**config.mk**
```make
export PLATFORM = sky130hd
export DESIGN_NAME = jtag_host_shifter
export DESIGN_NICKNAME = d
export VERILOG_FILES = /design/src/rtl/jtag_host_shifter.sv
export SDC_FILE = /design/constraint.sdc
export NUM_CORES = 1
export LEC_CHECK = 0
export ABC_AREA = 1
export CORE_ASPECT_RATIO = 1.1
export CORE_MARGIN = 5
export CORE_UTILIZATION = 40
export CTS_CLUSTER_SIZE = 30
export DETAILED_ROUTE_END_ITERATION = 8
export GPL_TIMING_DRIVEN = 0
export SYNTH_ARGS = -nofsm -noshare
export SYNTH_HDL_FRONTEND = slang
export SYNTH_SLANG_ARGS = --single-unit
```
**constraint.sdc**
```tcl
create_clock -name CLK -period 3.4 [get_ports CLK]
set_input_delay 0.68 -clock CLK [delete_from_list [all_inputs] [get_ports CLK]]
set_output_delay 0.68 -clock CLK [all_outputs]
set_load 0.05 [all_outputs]
```
**src/rtl/jtag_host_shifter.sv**
```systemverilog
// Host-side JTAG initiator: runs TAP reset / IR scan / DR scan / idle-clock commands from CLK.
// Define JTAG_TDO_CHECK_EN to add the cmd_expect / rsp_mismatch TDO compare.
module jtag_host_shifter #(
  parameter int MAX_LEN = 32,
  parameter int CLK_DIV = 2
) (
  input  logic                         CLK,
  input  logic                         TRST,
  input  logic                         cmd_valid,
  output logic                         cmd_ready,
  input  logic [1:0]                   cmd_op,
  input  logic [$clog2(MAX_LEN+1)-1:0] cmd_len,
  input  logic [MAX_LEN-1:0]           cmd_data,
`ifdef JTAG_TDO_CHECK_EN
  input  logic [MAX_LEN-1:0]           cmd_expect,
  output logic                         rsp_mismatch,
`endif
  output logic                         rsp_valid,
  output logic [MAX_LEN-1:0]           rsp_data,
  output logic                         TCK,
  output logic                         TMS,
  output logic                         TDI,
  input  logic                         TDO
);
  localparam int LW = $clog2(MAX_LEN + 1);
  localparam int DW = (CLK_DIV > 1) ? $clog2(CLK_DIV) : 1;

  localparam logic [1:0] OP_RST  = 2'b00;
  localparam logic [1:0] OP_IR   = 2'b01;
  localparam logic [1:0] OP_DR   = 2'b10;
  localparam logic [1:0] OP_IDLE = 2'b11;

  // TMS lead-in sequences, LSB first
  localparam logic [5:0] SEQ_RST = 6'b011111;
  localparam logic [5:0] SEQ_IR  = 6'b000011;
  localparam logic [5:0] SEQ_DR  = 6'b000001;

  typedef enum logic [2:0] {S_IDLE, S_PRE, S_SHIFT, S_POST, S_DONE} state_t;

  function automatic logic pre_tms(input logic [1:0] op, input logic [5:0] idx);
    logic [5:0] s;
    case (op)
      OP_RST:  s = SEQ_RST >> idx;
      OP_IR:   s = SEQ_IR >> idx;
      OP_DR:   s = SEQ_DR >> idx;
      default: s = 6'b000000;
    endcase
    return s[0];
  endfunction

  function automatic logic [5:0] pre_last(input logic [1:0] op);
    case (op)
      OP_RST:  return 6'd5;
      OP_IR:   return 6'd3;
      OP_DR:   return 6'd2;
      default: return 6'd0;
    endcase
  endfunction

  state_t             state_q, state_d;
  logic [1:0]         op_q;
  logic [LW-1:0]      len_q;
  logic [MAX_LEN-1:0] data_q;
  logic [DW-1:0]      div_q, div_d;
  logic               tck_q, tck_d, tms_q, tms_d, tdi_q, tdi_d;
  logic [5:0]         pulse_q, pulse_d;
  logic [LW-1:0]      bit_q, bit_d;
  logic [MAX_LEN-1:0] cap_q, cap_d;
  logic               rsp_valid_q, ready_q;
  logic [MAX_LEN-1:0] rsp_data_q;

  logic               accept;
  logic               empty;
  logic               last_phase;
  logic [LW-1:0]      len_clamped;
  logic [LW-1:0]      next_bit;
  logic [MAX_LEN-1:0] shifted;

  assign accept      = cmd_valid && ready_q;
  assign len_clamped = (cmd_len > LW'(MAX_LEN)) ? LW'(MAX_LEN) : cmd_len;
  assign empty       = (op_q != OP_RST) && (len_q == '0);
  assign last_phase  = (div_q == DW'(CLK_DIV - 1));
  assign next_bit    = bit_q + LW'(1);
  assign shifted     = data_q >> next_bit;

  // Next-state, TCK phase sequencing and TMS/TDI selection
  always_comb begin
    state_d = state_q;
    div_d   = div_q;
    tck_d   = tck_q;
    tms_d   = tms_q;
    tdi_d   = tdi_q;
    pulse_d = pulse_q;
    bit_d   = bit_q;
    cap_d   = cap_q;
    case (state_q)
      S_IDLE: begin
        tck_d = 1'b0;
        if (cmd_valid) begin
          state_d = S_PRE;
          div_d   = '0;
          pulse_d = 6'd0;
          bit_d   = '0;
          cap_d   = '0;
          // Zero-length scans produce no pulse, so leave TMS/TDI alone
          if ((cmd_op == OP_RST) || (len_clamped != '0)) begin
            tms_d = (cmd_op != OP_IDLE);
            tdi_d = 1'b0;
          end else begin
            tms_d = tms_q;
          end
        end else begin
          state_d = S_IDLE;
        end
      end
      S_PRE, S_SHIFT, S_POST: begin
        if ((state_q == S_PRE) && empty) begin
          state_d = S_DONE;
        end else if (!last_phase) begin
          div_d = div_q + DW'(1);
        end else if (!tck_q) begin
          div_d = '0;
          tck_d = 1'b1;
          if (state_q == S_SHIFT) begin
            cap_d = cap_q | (MAX_LEN'(TDO) << bit_q);
          end else begin
            cap_d = cap_q;
          end
        end else begin
          div_d = '0;
          tck_d = 1'b0;
          case (state_q)
            S_PRE: begin
              if (op_q == OP_IDLE) begin
                if (next_bit < len_q) begin
                  bit_d = next_bit;
                  tms_d = 1'b0;
                end else begin
                  state_d = S_DONE;
                end
              end else if (pulse_q != pre_last(op_q)) begin
                pulse_d = pulse_q + 6'd1;
                tms_d   = pre_tms(op_q, pulse_q + 6'd1);
              end else if (op_q == OP_RST) begin
                state_d = S_DONE;
              end else begin
                state_d = S_SHIFT;
                bit_d   = '0;
                tms_d   = (len_q == LW'(1));
                tdi_d   = data_q[0];
              end
            end
            S_SHIFT: begin
              if (next_bit < len_q) begin
                bit_d = next_bit;
                tms_d = (next_bit == (len_q - LW'(1)));
                tdi_d = shifted[0];
              end else begin
                state_d = S_POST;
                pulse_d = 6'd0;
                tms_d   = 1'b1;
                tdi_d   = 1'b0;
              end
            end
            default: begin
              if (pulse_q == 6'd0) begin
                pulse_d = 6'd1;
                tms_d   = 1'b0;
              end else begin
                state_d = S_DONE;
              end
            end
          endcase
        end
      end
      S_DONE:  state_d = S_IDLE;
      default: state_d = S_IDLE;
    endcase
  end

  // State, pin drivers and response registers
  always_ff @(posedge CLK or negedge TRST) begin
    if (!TRST) begin
      state_q     <= S_IDLE;
      op_q        <= 2'b00;
      len_q       <= '0;
      data_q      <= '0;
      div_q       <= '0;
      tck_q       <= 1'b0;
      tms_q       <= 1'b1;
      tdi_q       <= 1'b0;
      pulse_q     <= 6'd0;
      bit_q       <= '0;
      cap_q       <= '0;
      rsp_valid_q <= 1'b0;
      rsp_data_q  <= '0;
      ready_q     <= 1'b1;
    end else begin
      state_q     <= state_d;
      div_q       <= div_d;
      tck_q       <= tck_d;
      tms_q       <= tms_d;
      tdi_q       <= tdi_d;
      pulse_q     <= pulse_d;
      bit_q       <= bit_d;
      cap_q       <= cap_d;
      ready_q     <= (state_d == S_IDLE);
      rsp_valid_q <= (state_d == S_DONE);
      if (accept) begin
        op_q   <= cmd_op;
        len_q  <= len_clamped;
        data_q <= cmd_data;
      end
      if (state_d == S_DONE) begin
        rsp_data_q <= cap_d;
      end
    end
  end

`ifdef JTAG_TDO_CHECK_EN
  logic [MAX_LEN-1:0] expect_q;
  logic               mismatch_q;
  logic [MAX_LEN-1:0] lenmask;

  assign lenmask = ~({MAX_LEN{1'b1}} << len_q);

  // Expected-TDO capture and compare, flagged alongside rsp_valid
  always_ff @(posedge CLK or negedge TRST) begin
    if (!TRST) begin
      expect_q   <= '0;
      mismatch_q <= 1'b0;
    end else begin
      if (accept) begin
        expect_q <= cmd_expect;
      end
      mismatch_q <= (state_d == S_DONE) && (|((cap_d ^ expect_q) & lenmask));
    end
  end

  assign rsp_mismatch = mismatch_q;
`endif

  assign cmd_ready = ready_q;
  assign rsp_valid = rsp_valid_q;
  assign rsp_data  = rsp_data_q;
  assign TCK       = tck_q;
  assign TMS       = tms_q;
  assign TDI       = tdi_q;
endmodule

```
==> results by group, run 1 <==
Clocking
  • Cts repair resizes: 0
  • CTS tree: yes
  • Root Buffer: clkbuf_16
  • # H-tree levels: 4
  • # hold bufs at CTS: 0
  • CTS buffer count: 17
  • Clock transition at path regs: 60 ps
  • Clk sink count: 125
  • Post-CTS Setup Inserts: 0
  • Worst-Skew Late Latency: 420 ps
  • Longest Clk Path Bufs: 2

Setup path
  • Crit path arrival time: 3360 ps
  • Worst Path Required: 3750 ps
  • Crit start category: flip-flop
  • R2R cell count: 17
  • WS Path Type: flip-flop to flip-flop
  • CP max FO: 10
  • CP endpoint kind: flip-flop

Run
  • Max_cap viols: 0

Detailed routing
  • Drt initial violations: 279
  • Vias/cell: 4.84
  • DRC: 0
  • Via count: 5633
  • Drt total wl: 16200 um
  • WL/cell: 13.9 um
  • Pre-antenna DRT Iters: 5
  • ANT nets after route: 0

GRT
  • Global-route usage over all layers: 17.8%
  • First-pass GRT wire length: 27200 um
  • Largest net degree at the start of global routing: 64
  • Vias in the first global route: 5655
  • Initial antenna violation count: 0
  • GR Overflow Total: 0

Floorplan
  • DIE HEIGHT: 144 um
  • Core footprint: 16200 um^2
  • I/O pins: 81
  • Die ar.: 18900 um^2
  • Core Rows: 49
  • Initial Util: 40.2%
  • DIE WIDTH: 132 um

STA
  • Final Hold Viols: 0
  • Setup ws final: 395 ps
  • Achievable frequency: 0.333 GHz
  • Slew @ Worst Pin: 618 ps
  • RSZ-0062 raised after global routing: no
  • Clock Skews: 11.6 ps
  • Max Slew Vio Count: 0
  • Max_slew headroom: 58.8%
  • Final min period: 3010 ps
  • Final setup violation count: 0
  • Period utilization: 88.4%
  • Hold WS: 245 ps

Power
  • Leak: 4.18 nW
  • Peak VDD IR: 0.429 mV
  • Power per cell area: 926 nW/um^2

Min path
  • Hold Path Class: input pin to async pin

Placement
  • Port Buffer Count: 80
  • DP Wirelength: 11900 um
  • GP Congestion: 0.795
  • Pre-CTS setup slack: 390 ps
  • Post-DP Area: 7590 um^2
  • Dpl cells: 1131

Outcome
  • Status: finished clean

Logic synthesis
  • Net Count, Synth: 905
  • Number of synthesis warnings: 0
  • Seq cells post-synth: 125
  • Cell Area, Synth: 6500 um^2
  • Sequential share of the synthesized area: 48.1%
  • Post-synth top area share: 47.3%
  • Largest area contributor in the netlist: dfrtp_1
  • Mapped Avg Cell Area: 7.69 um^2
  • Cells after synthesis: 846
  • Synth Flop Type: dfrtp_1
  • Synth area leaders: dfrtp_1, nand2_1, inv_1, nor2_1, o21ai_0
  • Number of enable flip-flop cells after synthesis: 0
  • Synth unique cells: 40
  • Async S/R FF share, synth: 100%

Cells and area
  • Nets: 1005
  • Non-filler instance count after layout: 1163
  • Synthesis-to-finish area growth: 26.1%
  • Design Area, Final: 8200 um^2
  • Antenna Cells: 0
  • Fin util: 50.6%
  • Fill cell count: 1651
  • Fraction of layout cells with a size suffix above 1: 7.82%
where the power goes:
part	leakage [nW]	internal (mW)	total, mW	switching [mW]
Combinational	2.21	1.17	3.59	2.42
Clock	0.296	1.16	1.85	0.692
Sequential	1.67	1.88	2.15	0.271
registers in the layout, summed over array words and instances, names as in the netlist:
name,count
data_q,32
TCK,1
rsp_data,32
state_q,3
bit_q,6
pulse_q,6
cap_q,32
len_q,6
rsp_valid,1
div_q,1
TDI,1
cmd_ready,1
TMS,1
op_q,2
layer usage:
metal / global-route usage [%] / share of wire (%) / vias up
li1: - / - / 2902
met1: 22.7 / 47 / 2610
met2: 30.4 / 48 / 102
met3: 3.96 / 4.2 / 19
met4: 5.36 / 1.3 / 0
met5: 0 / 0 / -
cell usage in the layout, fill, tap and decap left out, drive strengths merged:
cell type,count
nor2,95
nor3,4
o21a,1
nand3,48
o2111ai,1
a31oi,1
inv,102
nand4,10
o211ai,1
nand2,278
o21ai,84
bufinv,2
dfrtp,123
o21bai,2
a21boi,17
clkinv,6
xnor2,2
a22oi,10
clkdlybuf4s50,79
ha,15
dfstp,2
clkinvlp,2
xor2,2
a21oi,16
o31ai,1
clkbuf,32
a22o,4
buf,19
critical path, stage by stage (launching register included):
cell     delay [ps]
dfrtp_1         470
ha_1            250
nand2_1          90
inv_1            70
nor2_1          430
ha_1            330
nand2_1          70
nor2_1           40
nand2_1          50
nand3_1         260
nand2_1         150
nand2_1          90
inv_1            80
o21ai_2          70
nand2_4         120
buf_4           210
nand2_1          60
o21ai_1          80
Yosys cell counts (2+ instances only):
master    instances
nor2_1           90
o21ai_1          27
nand2_1         274
nand4_1           9
inv_1            94
o21bai_1          2
ha_1             15
nor3_1            2
nor2_4            2
inv_2             5
a21oi_1          15
dfstp_2           2
buf_6             5
a22oi_1          10
o21ai_2           3
xor2_1            2
xnor2_1           2
nand2_2           3
clkbuf_1         11
a22o_1            4
nand3_1          47
a21boi_0         14
dfrtp_1         123
clkinv_1          2
o21ai_0          54
a21boi_1          3
nor2_2            3
buf_2             8
buf_4             4
metrics by stage:
stage | power, mW | setup TNS [ps]
after global placement | 5.73 | -426050
final | 7.59 | 0
after detailed placement | 5.77 | 0
after global routing | 8.23 | 0
after floorplan | 4.74 | 0
after CTS | 7.65 | 0
final cells by class:
class | count | area, um^2 | area share, %
Inverter | 101 | 379 | 4.63
Tap cell | 204 | 255 | 3.11
Timing Repair Buffer | 81 | 830 | 10.1
Multi-Input combinational cell | 592 | 2830 | 34.5
Clock inverter | 11 | 129 | 1.57
Sequential cell | 125 | 3130 | 38.2
Clock buffer | 21 | 480 | 5.86
Buffer | 28 | 168 | 2.05
kinds of logic (layout without fill, tap and decap cells):
kind of cell | count (synthesis) | count (layout) | synth area share, %
compound gates | 138 | 138 | 12.4
xor+xnor | 4 | 4 | 0.539
fa+ha+maj | 15 | 15 | 2.89
buf+inv | 129 | 242 | 8.41
flops | 125 | 125 | 48.1
simple gates | 435 | 435 | 27.6
path summary, 6_finish.rpt:
kind | from | end | slack [ps]
max in group asynchronous | TRST | data_q[10]$_DFFE_PN0P_ | 2430
worst max-delay path | bit_q[1]$_DFFE_PN0P_ | rsp_data[15]$_DFFE_PN0N_ | 390
worst min register to register | data_q[16]$_DFFE_PN0P_ | data_q[16]$_DFFE_PN0P_ | 470
worst min-delay path | TRST | rsp_valid$_DFF_PN0_ | 240
min in group CLK | data_q[16]$_DFFE_PN0P_ | data_q[16]$_DFFE_PN0P_ | 470
worst max register to register | bit_q[1]$_DFFE_PN0P_ | rsp_data[15]$_DFFE_PN0N_ | 390
Note: power is estimated with default switching activity, not from simulation.
==> run 2, diff against run 1 <==
- HOLD_SLACK_MARGIN: unset -> 0.06
- SLEW_MARGIN: unset -> 20
==> run 2 against run 1 <==
Against the previous run:
- register-to-register slack is essentially flat
- clock power is essentially flat
- sequential cell count is the same
- die area is the same
- sequential power is essentially flat
- utilization is essentially flat
- hold slack lost 41 ps
- largest power group unchanged
==> results by group, run 2 (synthesized netlist as in run 1, its figures left out) <==
Floorplan
  • Core footprint: 16200 um^2
  • Initial Util: 40.2%
  • DIE HEIGHT: 144 um
  • Core Rows: 49
  • I/O pins: 81
  • Die ar.: 18900 um^2
  • DIE WIDTH: 132 um

Cells and area
  • Footprint of the multi-input gates: 2830 um^2
  • Most frequent cells in the layout: nand2_1, dfrtp_1, inv_1
  • Synthesis-to-finish area growth: 26.1%
  • FF/Latch Area: 3130 um^2
  • Fill cell count: 1663
  • Design Area, Final: 8200 um^2
  • Antenna Cells: 0
  • Nets: 1005
  • Commonest non-fill, non-tap cell in the layout: nand2_1
  • Non-filler instance count after layout: 1163
  • Fraction of layout cells with a size suffix above 1: 7.82%

Setup path
  • Crit start category: flip-flop
  • Worst path bufs/invs: 3
  • Crit. Startpoint: bit_q[1]$_DFFE_PN0P_
  • CP endpoint kind: flip-flop
  • Most used cell, CP: nand2_1
  • WS Path Type: flip-flop to flip-flop
  • Worst Path Required: 3750 ps
  • Reg2reg setup slack: 410 ps
  • Launching point of the worst reg2reg path: bit_q[1]$_DFFE_PN0P_
  • Top delay family on crit path: simple AND/OR/NAND/NOR gates
  • Crit path arrival time: 3340 ps
  • R2R cell count: 17
  • Slowest-stage cell, CP: dfrtp_1
  • CP max FO: 10
  • Reg2reg end: rsp_data[15]$_DFFE_PN0N_
  • Largest stage delay, worst path: 470 ps
  • Cell breakdown of the critical path: ha_1 > nand2_1 > inv_1 > nor2_1 > ha_1 > nand2_1 > nor2_1 > nand2_1 > nand3_1 > nand2_1 > nand2_1 > inv_1 > o21ai_2 > nand2_4 > buf_4 > nand2_1 > o21ai_1

Detailed routing
  • Pre-antenna DRT Iters: 5
  • Vias/cell: 4.83
  • DRC: 0
  • WL/cell: 14.1 um
  • Drt total wl: 16400 um
  • Via count: 5623
  • ANT nets after route: 0
  • Drt initial violations: 272

Min path
  • Hold Path Class: input pin to async pin

STA
  • Achievable frequency: 0.334 GHz
  • Final min period: 2990 ps
  • Final setup violation count: 0
  • Max_slew headroom: 63.6%
  • RSZ-0062 raised after global routing: no
  • Slew @ Worst Pin: 545 ps
  • Period utilization: 88.0%
  • Clock Skews: 8.29 ps
  • Final Hold Viols: 0
  • Max Slew Vio Count: 0

GRT
  • Largest net degree at the start of global routing: 64
  • GR Overflow Total: 0
  • Vias in the first global route: 5658
  • First-pass GRT wire length: 27600 um
  • Initial antenna violation count: 0
  • Global-route usage over all layers: 18.1%

Clocking
  • CTS buffer count: 17
  • Clock transition at path regs: 60 ps
  • Clk sink count: 125
  • # hold bufs at CTS: 0
  • CTS tree: yes
  • Worst-Skew Late Latency: 420 ps
  • Post-CTS Setup Inserts: 0
  • Cts repair resizes: 0
  • Root Buffer: clkbuf_16
  • Longest Clk Path Bufs: 2
  • # H-tree levels: 4

Outcome
  • Status: finished clean

Power
  • Leak: 4.18 nW
  • Power per cell area: 927 nW/um^2
  • Peak VDD IR: 0.438 mV

Placement
  • Dpl cells: 1131
  • GP Congestion: 0.795
  • Port Buffer Count: 80
  • DP Wirelength: 11800 um
  • Post-DP Area: 7590 um^2

Run
  • Max_cap viols: 0
run 2: how the worst max path moves through the flow:
| stage | to | slack (ps) | cells past startpoint |
|---|---|---|---|
| after floorplan | rsp_data[10]$_DFFE_PN0N_ | 980 | 18 |
| after global placement | data_q[23]$_DFFE_PN0P_ | -3450 | 1 |
| after detailed placement | rsp_data[13]$_DFFE_PN0N_ | 400 | 17 |
| after CTS | rsp_data[15]$_DFFE_PN0N_ | 380 | 17 |
| after global routing | bit_q[3]$_DFFE_PN0P_ | 70 | 14 |
| final | rsp_data[15]$_DFFE_PN0N_ | 410 | 17 |
run 2: metrics by stage:
| step | hold WS, ps | TNS (ps) | power [mW] | util (%) | setup slack [ps] |
|---|---|---|---|---|---|
| after global placement | 456 | -426050 | 5.73 | 46.7 | -3450 |
| after global routing | 228 | 0 | 8.25 | 50.7 | 71.8 |
| after floorplan | 384 | 0 | 4.74 | - | 977 |
| after CTS | 222 | 0 | 7.65 | 50.7 | 384 |
| final | 204 | 0 | 7.61 | 50.7 | 407 |
| after detailed placement | 460 | 0 | 5.77 | 46.9 | 397 |
run 2: routing by layer:
metal / routed length (um) / track usage (%) / up-vias
met2: 7930 / 30.8 / 101
li1: - / - / 2894
met4: 176 / 5.36 / 0
met3: 582 / 3.99 / 13
met1: 7760 / 23.3 / 2615
met5: 0 / 0 / -
run 2: final cells by class:
type | instances | share of cell area (%)
multi-input cells | 592 | 34.5
plain buffers | 28 | 2.04
flip-flops and latches | 125 | 38.2
inverters | 101 | 4.62
well taps | 204 | 3.11
repair buffers | 81 | 10.2
clock inverters | 11 | 1.57
clock buffers | 21 | 5.86
run 2: where the power goes:
| part | switching [mW] | internal, mW | leakage [nW] |
|---|---|---|---|
| logic | 2.43 | 1.17 | 2.21 |
| clock network | 0.694 | 1.16 | 0.296 |
| registers | 0.268 | 1.88 | 1.67 |
